===== config.mk =====
export PLATFORM = sky130hd
export DESIGN_NAME = control_unit
export DESIGN_NICKNAME = d
export VERILOG_FILES = /design/src/rtl/control_unit.sv
export SDC_FILE = /design/constraint.sdc
export NUM_CORES = 1
export LEC_CHECK = 0
export ABC_AREA = 1
export BUFFER_PORTS_ARGS = -buffer_cell sky130_fd_sc_hd__buf_4
export CAP_MARGIN = 5
export CORE_MARGIN = 5
export CORE_UTILIZATION = 36
export DETAILED_ROUTE_END_ITERATION = 12
export GPL_TIMING_DRIVEN = 0
export PLACE_DENSITY = 0.83
export REMOVE_ABC_BUFFERS = 1
export SYNTH_ARGS = -nofsm -noshare
export SYNTH_HDL_FRONTEND = slang
export SYNTH_SLANG_ARGS = --single-unit
export TNS_END_PERCENT = 1

===== constraint.sdc =====
create_clock -name Clock -period 2.21 [get_ports Clock]
set_clock_uncertainty 0.1 [all_clocks]
set_input_delay 0.221 -clock Clock [delete_from_list [all_inputs] [get_ports Clock]]
set_output_delay 0.221 -clock Clock [all_outputs]
set_load 0.02 [all_outputs]

===== src/rtl/control_unit.sv =====
// Hardwired multi-cycle controller for the ALU system datapath: INIT, two-byte fetch, one execute cycle.
// Optional conditional branches (BEQ/BNE on the Z flag) are enabled by defining CU_COND_BRANCH_EN.
module control_unit (
    input  logic        Clock,
    input  logic        Reset,
    input  logic [15:0] IROut,
    input  logic [3:0]  ALUOutFlag,
    output logic [1:0]  RF_OutASel,
    output logic [1:0]  RF_OutBSel,
    output logic [1:0]  RF_FunSel,
    output logic [3:0]  RF_RegSel,
    output logic [3:0]  ALU_FunSel,
    output logic [1:0]  ARF_OutCSel,
    output logic [1:0]  ARF_OutDSel,
    output logic [1:0]  ARF_FunSel,
    output logic [2:0]  ARF_RegSel,
    output logic        IR_LH,
    output logic        IR_Enable,
    output logic [1:0]  IR_Funsel,
    output logic        Mem_WR,
    output logic        Mem_CS,
    output logic [1:0]  MuxASel,
    output logic [1:0]  MuxBSel,
    output logic        MuxCSel,
    output logic        Halted,
    output logic [2:0]  DebugState
);

    typedef enum logic [2:0] {
        INIT    = 3'd0,
        FETCH_L = 3'd1,
        FETCH_H = 3'd2,
        EXEC    = 3'd3,
        HALT    = 3'd4
    } state_t;

    state_t state;

    logic [3:0] op;
    logic [1:0] rd;
    logic [1:0] rs1;
    logic [1:0] rs2;
    logic [3:0] rdSel;
    logic       takeBranch;

    assign op    = IROut[15:12];
    assign rd    = IROut[11:10];
    assign rs1   = IROut[9:8];
    assign rs2   = IROut[7:6];
    assign rdSel = ~(4'b1000 >> rd);

    assign DebugState = state;

`ifdef CU_COND_BRANCH_EN
    logic unusedFlags;
    assign unusedFlags = ^ALUOutFlag[2:0];
    assign takeBranch  = (op == 4'h9) ||
                         (op == 4'hA && ALUOutFlag[3]) ||
                         (op == 4'hB && !ALUOutFlag[3]);
`else
    logic unusedFlags;
    assign unusedFlags = ^ALUOutFlag;
    assign takeBranch  = (op == 4'h9);
`endif

    always_ff @(posedge Clock) begin
        if (!Reset) begin
            state <= INIT;
        end else begin
            case (state)
                INIT:    state <= FETCH_L;
                FETCH_L: state <= FETCH_H;
                FETCH_H: state <= EXEC;
                EXEC:    state <= (op == 4'hF) ? HALT : FETCH_L;
                HALT:    state <= HALT;
                default: state <= INIT;
            endcase
        end
    end

    // Outputs are a pure decode of state and IR; every field starts from its idle value.
    always_comb begin
        RF_OutASel  = 2'b00;
        RF_OutBSel  = 2'b00;
        RF_FunSel   = 2'b00;
        RF_RegSel   = 4'b1111;
        ALU_FunSel  = 4'b0000;
        ARF_OutCSel = 2'b00;
        ARF_OutDSel = 2'b00;
        ARF_FunSel  = 2'b00;
        ARF_RegSel  = 3'b111;
        IR_LH       = 1'b0;
        IR_Enable   = 1'b0;
        IR_Funsel   = 2'b00;
        Mem_WR      = 1'b0;
        Mem_CS      = 1'b1;
        MuxASel     = 2'b00;
        MuxBSel     = 2'b00;
        MuxCSel     = 1'b0;
        Halted      = 1'b0;
        case (state)
            INIT: begin
                RF_FunSel  = 2'b11;
                RF_RegSel  = 4'b0000;
                ARF_FunSel = 2'b11;
                ARF_RegSel = 3'b000;
            end
            FETCH_L, FETCH_H: begin
                ARF_OutDSel = 2'b00;
                Mem_CS      = 1'b0;
                IR_Enable   = 1'b1;
                IR_LH       = (state == FETCH_H);
                IR_Funsel   = 2'b10;
                ARF_FunSel  = 2'b01;
                ARF_RegSel  = 3'b011;
            end
            EXEC: begin
                case (op)
                    4'h1: begin
                        MuxASel   = 2'b10;
                        RF_FunSel = 2'b10;
                        RF_RegSel = rdSel;
                    end
                    4'h2: begin
                        ARF_OutDSel = 2'b01;
                        Mem_CS      = 1'b0;
                        MuxASel     = 2'b01;
                        RF_FunSel   = 2'b10;
                        RF_RegSel   = rdSel;
                    end
                    4'h3: begin
                        RF_OutASel  = rs1;
                        ARF_OutDSel = 2'b01;
                        Mem_CS      = 1'b0;
                        Mem_WR      = 1'b1;
                    end
                    4'h4: begin
                        MuxBSel    = 2'b10;
                        ARF_FunSel = 2'b10;
                        ARF_RegSel = 3'b101;
                    end
                    4'h5, 4'h6, 4'h7, 4'h8: begin
                        RF_OutASel = rs1;
                        RF_OutBSel = rs2;
                        case (op)
                            4'h5:    ALU_FunSel = 4'b0100;
                            4'h6:    ALU_FunSel = 4'b0110;
                            4'h7:    ALU_FunSel = 4'b0111;
                            default: ALU_FunSel = 4'b1000;
                        endcase
                        RF_FunSel = 2'b10;
                        RF_RegSel = rdSel;
                    end
                    default: ;
                endcase
                // Branch target comes from the immediate byte and lands in PC at the end of EXEC.
                if (takeBranch) begin
                    MuxBSel    = 2'b10;
                    ARF_FunSel = 2'b10;
                    ARF_RegSel = 3'b011;
                end
            end
            HALT: Halted = 1'b1;
            default: ;
        endcase
    end

endmodule


* Word-level counts from Yosys, hierarchy flattened
Index checks and enable logic that the tools add are counted.
** Cells by class
- Add/subtract/negate cells :: 0
- Multiplexer cells :: 32
- Shift operators :: 1
- Order comparisons :: 0
- Bitwise logic cells :: 1
- Equality and inequality tests :: 14
- Divide/modulo/power cells :: 0
- Reduce and logical (&&, ||, !) cells :: 6
- $mul :: 0
** Operator list (number)
- 2-bit two-way mux :: 11
- 4-bit by 3-bit equality test with 1-bit output (second input constant) :: 4
- 3-bit case mux with 5 select lines :: 1
- 4-bit equality test (second input constant) :: 3
- 4-bit two-way mux :: 3
- 4-bit case mux with 3 select lines :: 1
- 3-bit case mux with 3 select lines :: 1
- 4-bit by 2-bit equality test with 1-bit output (second input constant) :: 2
- 1-bit two-way mux :: 8
- 2-bit case mux with 2 select lines :: 2
- 4-bit case mux with 2 select lines :: 1
- 3-bit by 2-bit equality test with 1-bit output (second input constant) :: 2
- 3-bit two-way mux :: 2
- 2-bit case mux with 3 select lines :: 1
- 6-bit OR reduction :: 1
- 5-bit OR reduction :: 1
- 4-bit by 1-bit equality test with 1-bit output (second input constant) :: 1
- 4-bit NOT :: 1
- 2-bit OR reduction :: 2
- 4-bit OR reduction :: 1
- 4-bit by 2-bit >> shifter with 4-bit output (first input constant) :: 1
- 3-bit by 1-bit equality test with 1-bit output (second input constant) :: 1
- 3-bit equality test (second input constant) :: 1
- 3-bit logical NOT :: 1
- 1-bit case mux with 2 select lines :: 1
** Storage, ports and cells
- Latch bits :: 0
- Output and inout bits :: 38
- Bits in read-only memories :: 0
- Bits of input ports :: 22
- Memories :: 0
- Bits in registers :: 3
- Memory bits (writable) :: 0
- Word-level logic and storage cells :: 55

* Longest topological paths before layout
- Word-level depth :: 4
- Gate-level depth with buffers :: 6
- Depth with buffers taken out :: 6

* Least setup slack after synthesis
OpenSTA, ideal clock, no wires.
- Path type :: reg-to-output
- Start :: reg state[1] (netlist: DebugState[1])
- End :: out IR_Funsel[1]
- Required time :: 1.889 ns
- Cell stages (with the launch flop) :: 4
- Arrival :: 1.530 ns
- Path buffers :: 1
- Setup slack :: 0.359 ns
- Cells stage by stage :: dfxtp_1 -> nor2_1 -> nor3_1 -> buf_4
** On the way
- Longest elaborated chain between the ends :: 3
- Elaborated cells between the ends (all ways) :: 4
- Classes of those cells :: eq/ne: 2; mux: 1; reduce/logical: 1
** RTL lines
- start: declaration :: line 37 : state_t state;
- start signal: assignment :: line 74 : EXEC: state <= (op == 4'hF) ? HALT : FETCH_L;
- 3-bit by 2-bit equality test with 1-bit output / 3-bit by 1-bit equality test with 1-bit output (equally long branches) :: line 101 : case (state)
- 2-bit OR reduction (*) :: line 101
- 2-bit two-way mux (*) :: line 101
- end: declaration :: line 19 : output logic [1:0] IR_Funsel,
Every way passes the cells marked *; elsewhere a longest branch is shown, timed or not.

* Worst setup path in the final report
- Start :: reg state[1] (netlist: DebugState[1])
- End :: out RF_RegSel[2]
** On the way
- Longest elaborated chain between the ends :: 2
- Elaborated cells between the ends (all ways) :: 3
- Classes of those cells :: eq/ne: 1; mux: 1; reduce/logical: 1
** RTL lines
- 3-bit by 2-bit equality test with 1-bit output / 3-bit logical NOT (equally long branches) :: line 101
- 4-bit case mux with 2 select lines (*) :: line 101
- end: declaration :: line 11 : output logic [3:0] RF_RegSel,
Marked as above.

==> impl_metrics.csv <==
group,metric,value,unit
run_status,status,"finished, final reports clean",
global_route,grt_first_pass_wirelength,2594,microns
pwr,power_density,455.3,nW/um^2
pwr,intPower,0.2155,mW
drt,wl_per_cell,10.86,microns
clock_network,postCtsHoldBufs,0,
clock_network,clockBufferDepth,2,
run,max_cap_violations,0,
yosys,avgSynthCellArea,5.848,sq um
drt,drt_iter0_markers,10,
pwr,p_comb_share,58.9,%
worst_setup_path,cp-end-kind,"output port",
layout,fillCellCount,157,
yosys,ys_ff_latch,3,
sta,setup_viol,0,
pwr,leakagePower,0.4960,nW
pwr,swShare,46.20,%
pwr,pwr-share-clk,25.1,%
yosys,yosysSeqAreaShare,10.81,%
floorplanning,die_y,49.28,microns
clock_network,clockRootBuffer,"clkbuf_4",
layout,layout-drive-gt1-share,41.73,%
worst_setup_path,worstPathRequired,1.89,ns
layout,instances_no_fill,155,
min_path,hp-class,"input pin to flop",
clock_network,clk_latency,0.24,ns
floorplanning,dieArea,2429,sq um
drt,vias,712,
global_route,grt_max_degree,14,
layout,area_growth,58.33,%
yosys,synth_top_area_cell,"nand2_1",
pwr,seqPwrFrac,16.0,%
drt,ant_nets,0,
yosys,yosys_warnings,0,
global_route,antenna_found_initial,0,
layout,multi_input_area,387.9,sq um
drt,dr.pass1.iters,4,
clock_network,h-tree-depth,1,
placement,gp_congestion,0.7185,
sta,final_max_slew_viol_count,0,
sta,finalCritPeriodShare,84.11,%
clock_network,clock-sinks,3,
layout,layout.nets,162,
sta,rsz0062_at_grt,"false",
placement,hpwlAfterDp,1431,microns
pwr,p_sw,0.1850,mW
pwr,ir_worst_vdd,321.8,uV
floorplanning,io_pins,60,
worst_setup_path,arrival,1.54,ns
drt,viasPerCell,4.594,
min_path,hp-start,"Reset",
clock_network,cts_resized,0,
placement,placedCellCount,151,
min_path,worstHoldPathCells,3,
worst_setup_path,critPathLaunch,"DebugState[1]$_SDFF_PN0_",
clock_network,cts_tree,"done",
clock_network,clkTransAtPathRegs,0.04,ns
layout,seq_area,60.06,sq um
worst_setup_path,cp_max_fo,13,
global_route,grt_usage,13.15,%
global_route,overflow,0,
placement,port_buffers,43,
yosys,synth_top_area_share,13.51,%
yosys,syn_inst,95,
drt,drc,0,
sta,period_minus_slack,1.859,ns
clock_network,postCtsSetupBuffers,0,
clock_network,cts_buffers,3,
worst_setup_path,r2r_start,"DebugState[1]$_SDFF_PN0_",
floorplanning,die_x,49.28,microns
sta,hold_viol_final,0,
floorplanning,core_area,1489,sq um
yosys,synthDistinctLibCells,23,
floorplanning,initial_core_util,37.31,%
worst_setup_path,reg2reg_depth,6,
drt,wirelength,1683,microns
layout,largest_reg_flops,3,
global_route,first_global_vias,610,
worst_setup_path,worst-setup-path-type,"flop to output port",
yosys,synth_area,555.5,sq um
sta,fmax,538.0,MHz
worst_setup_path,cp-start-kind,"flop",
sta,setup-tns-final,0,ns
pwr,totalPowerFinal,0.4005,mW
yosys,synth_area_leaders,"nand2_1, nor2_1, dfxtp_1",
layout,insertedDiodeCount,0,
floorplanning,rows,14,
[per-stage QoR]
| step | setup WS (ns) | area [sq um] | util [%] | hold slack, ns |
|---|---|---|---|---|
| floorplan | -0.02121 | 510.5 | - | 0.2461 |
| global placement | 0.6705 | 853.3 | 57.31 | 0.3627 |
| detailed placement | 0.6287 | 853.3 | 57.31 | 0.3803 |
| CTS | 0.3692 | 879.6 | 59.08 | 0.1337 |
| global route | 0.2599 | 879.6 | 59.08 | 0.1465 |
| finish | 0.3512 | 879.6 | 59.08 | 0.1374 |
[power by group through the flow]
stage	logic (mW)	clock network, mW	registers, mW
finish	0.236	0.101	0.0639
global route	0.256	0.104	0.0645
CTS	0.238	0.103	0.0637
detailed placement	0.237	0	0.0646
global placement	0.232	0	0.0641
floorplan	0.136	0	0.0680
[worst max-delay path: stages, from the launching register on]
cell     delay (ns)
dfxtp_1        0.42
nand2_2        0.11
nor2_4         0.22
inv_4          0.13
nand2_1        0.14
nand3_1        0.11
buf_4          0.17
[logic make-up after synthesis]
logic type             synth area share [%]
AO/OA/AOI/OAI                         12.16
flip-flops                            10.81
buffers and inverters                 22.75
AND/OR/NAND/NOR                       53.60
other                                0.6750
[per-layer routing]
layer / share of wire [%] / global-route usage, % / wire [microns]
met3: 6.7 / 4.281 / 113
met4: 1.3 / 5.381 / 22
met1: 36 / 13.71 / 607
met5: 0 / 0 / 0
met2: 56 / 23.61 / 940
[final timing paths]
kind,end,slack (ns)
worst min-delay path,DebugState[2]$_SDFF_PN0_,0.14
worst max register to register,DebugState[2]$_SDFF_PN0_,0.93
worst max-delay path,RF_RegSel[2],0.35
worst min register to register,DebugState[0]$_SDFF_PN0_,0.44
[cells in the mapped netlist, drive strengths merged]
cell type,n
conb,1
dfxtp,3
nor3,3
o21ai,4
o31ai,1
nand4,1
inv,16
a31oi,1
nor2,20
buf,8
nor4,2
a21oi,1
nand2,23
nand3,11
[cells in the final DEF, fill, tap and decap left out]
cell,count
conb_1,6
nand4_1,1
inv_2,1
dfxtp_1,3
o21ai_0,4
nor2_1,18
nand2_1,20
a31oi_4,1
nand2_2,2
nor3_1,1
nand3_1,11
a21oi_1,1
inv_1,14
clkbuf_1,1
nor4_4,1
nand2_4,1
nor2_2,1
clkbuf_4,3
buf_4,43
nor4_1,1
nor2_4,1
o31ai_4,1
inv_4,1
nor3_2,2
[final cells by class]
class	instances	area share (%)
clock buffer	4	2.987
inverter	16	7.112
multi-input combinational	73	44.10
sequential	3	6.828
tap	16	2.276
timing repair buffer	43	36.70
Power figures use the tool's default switching activity.
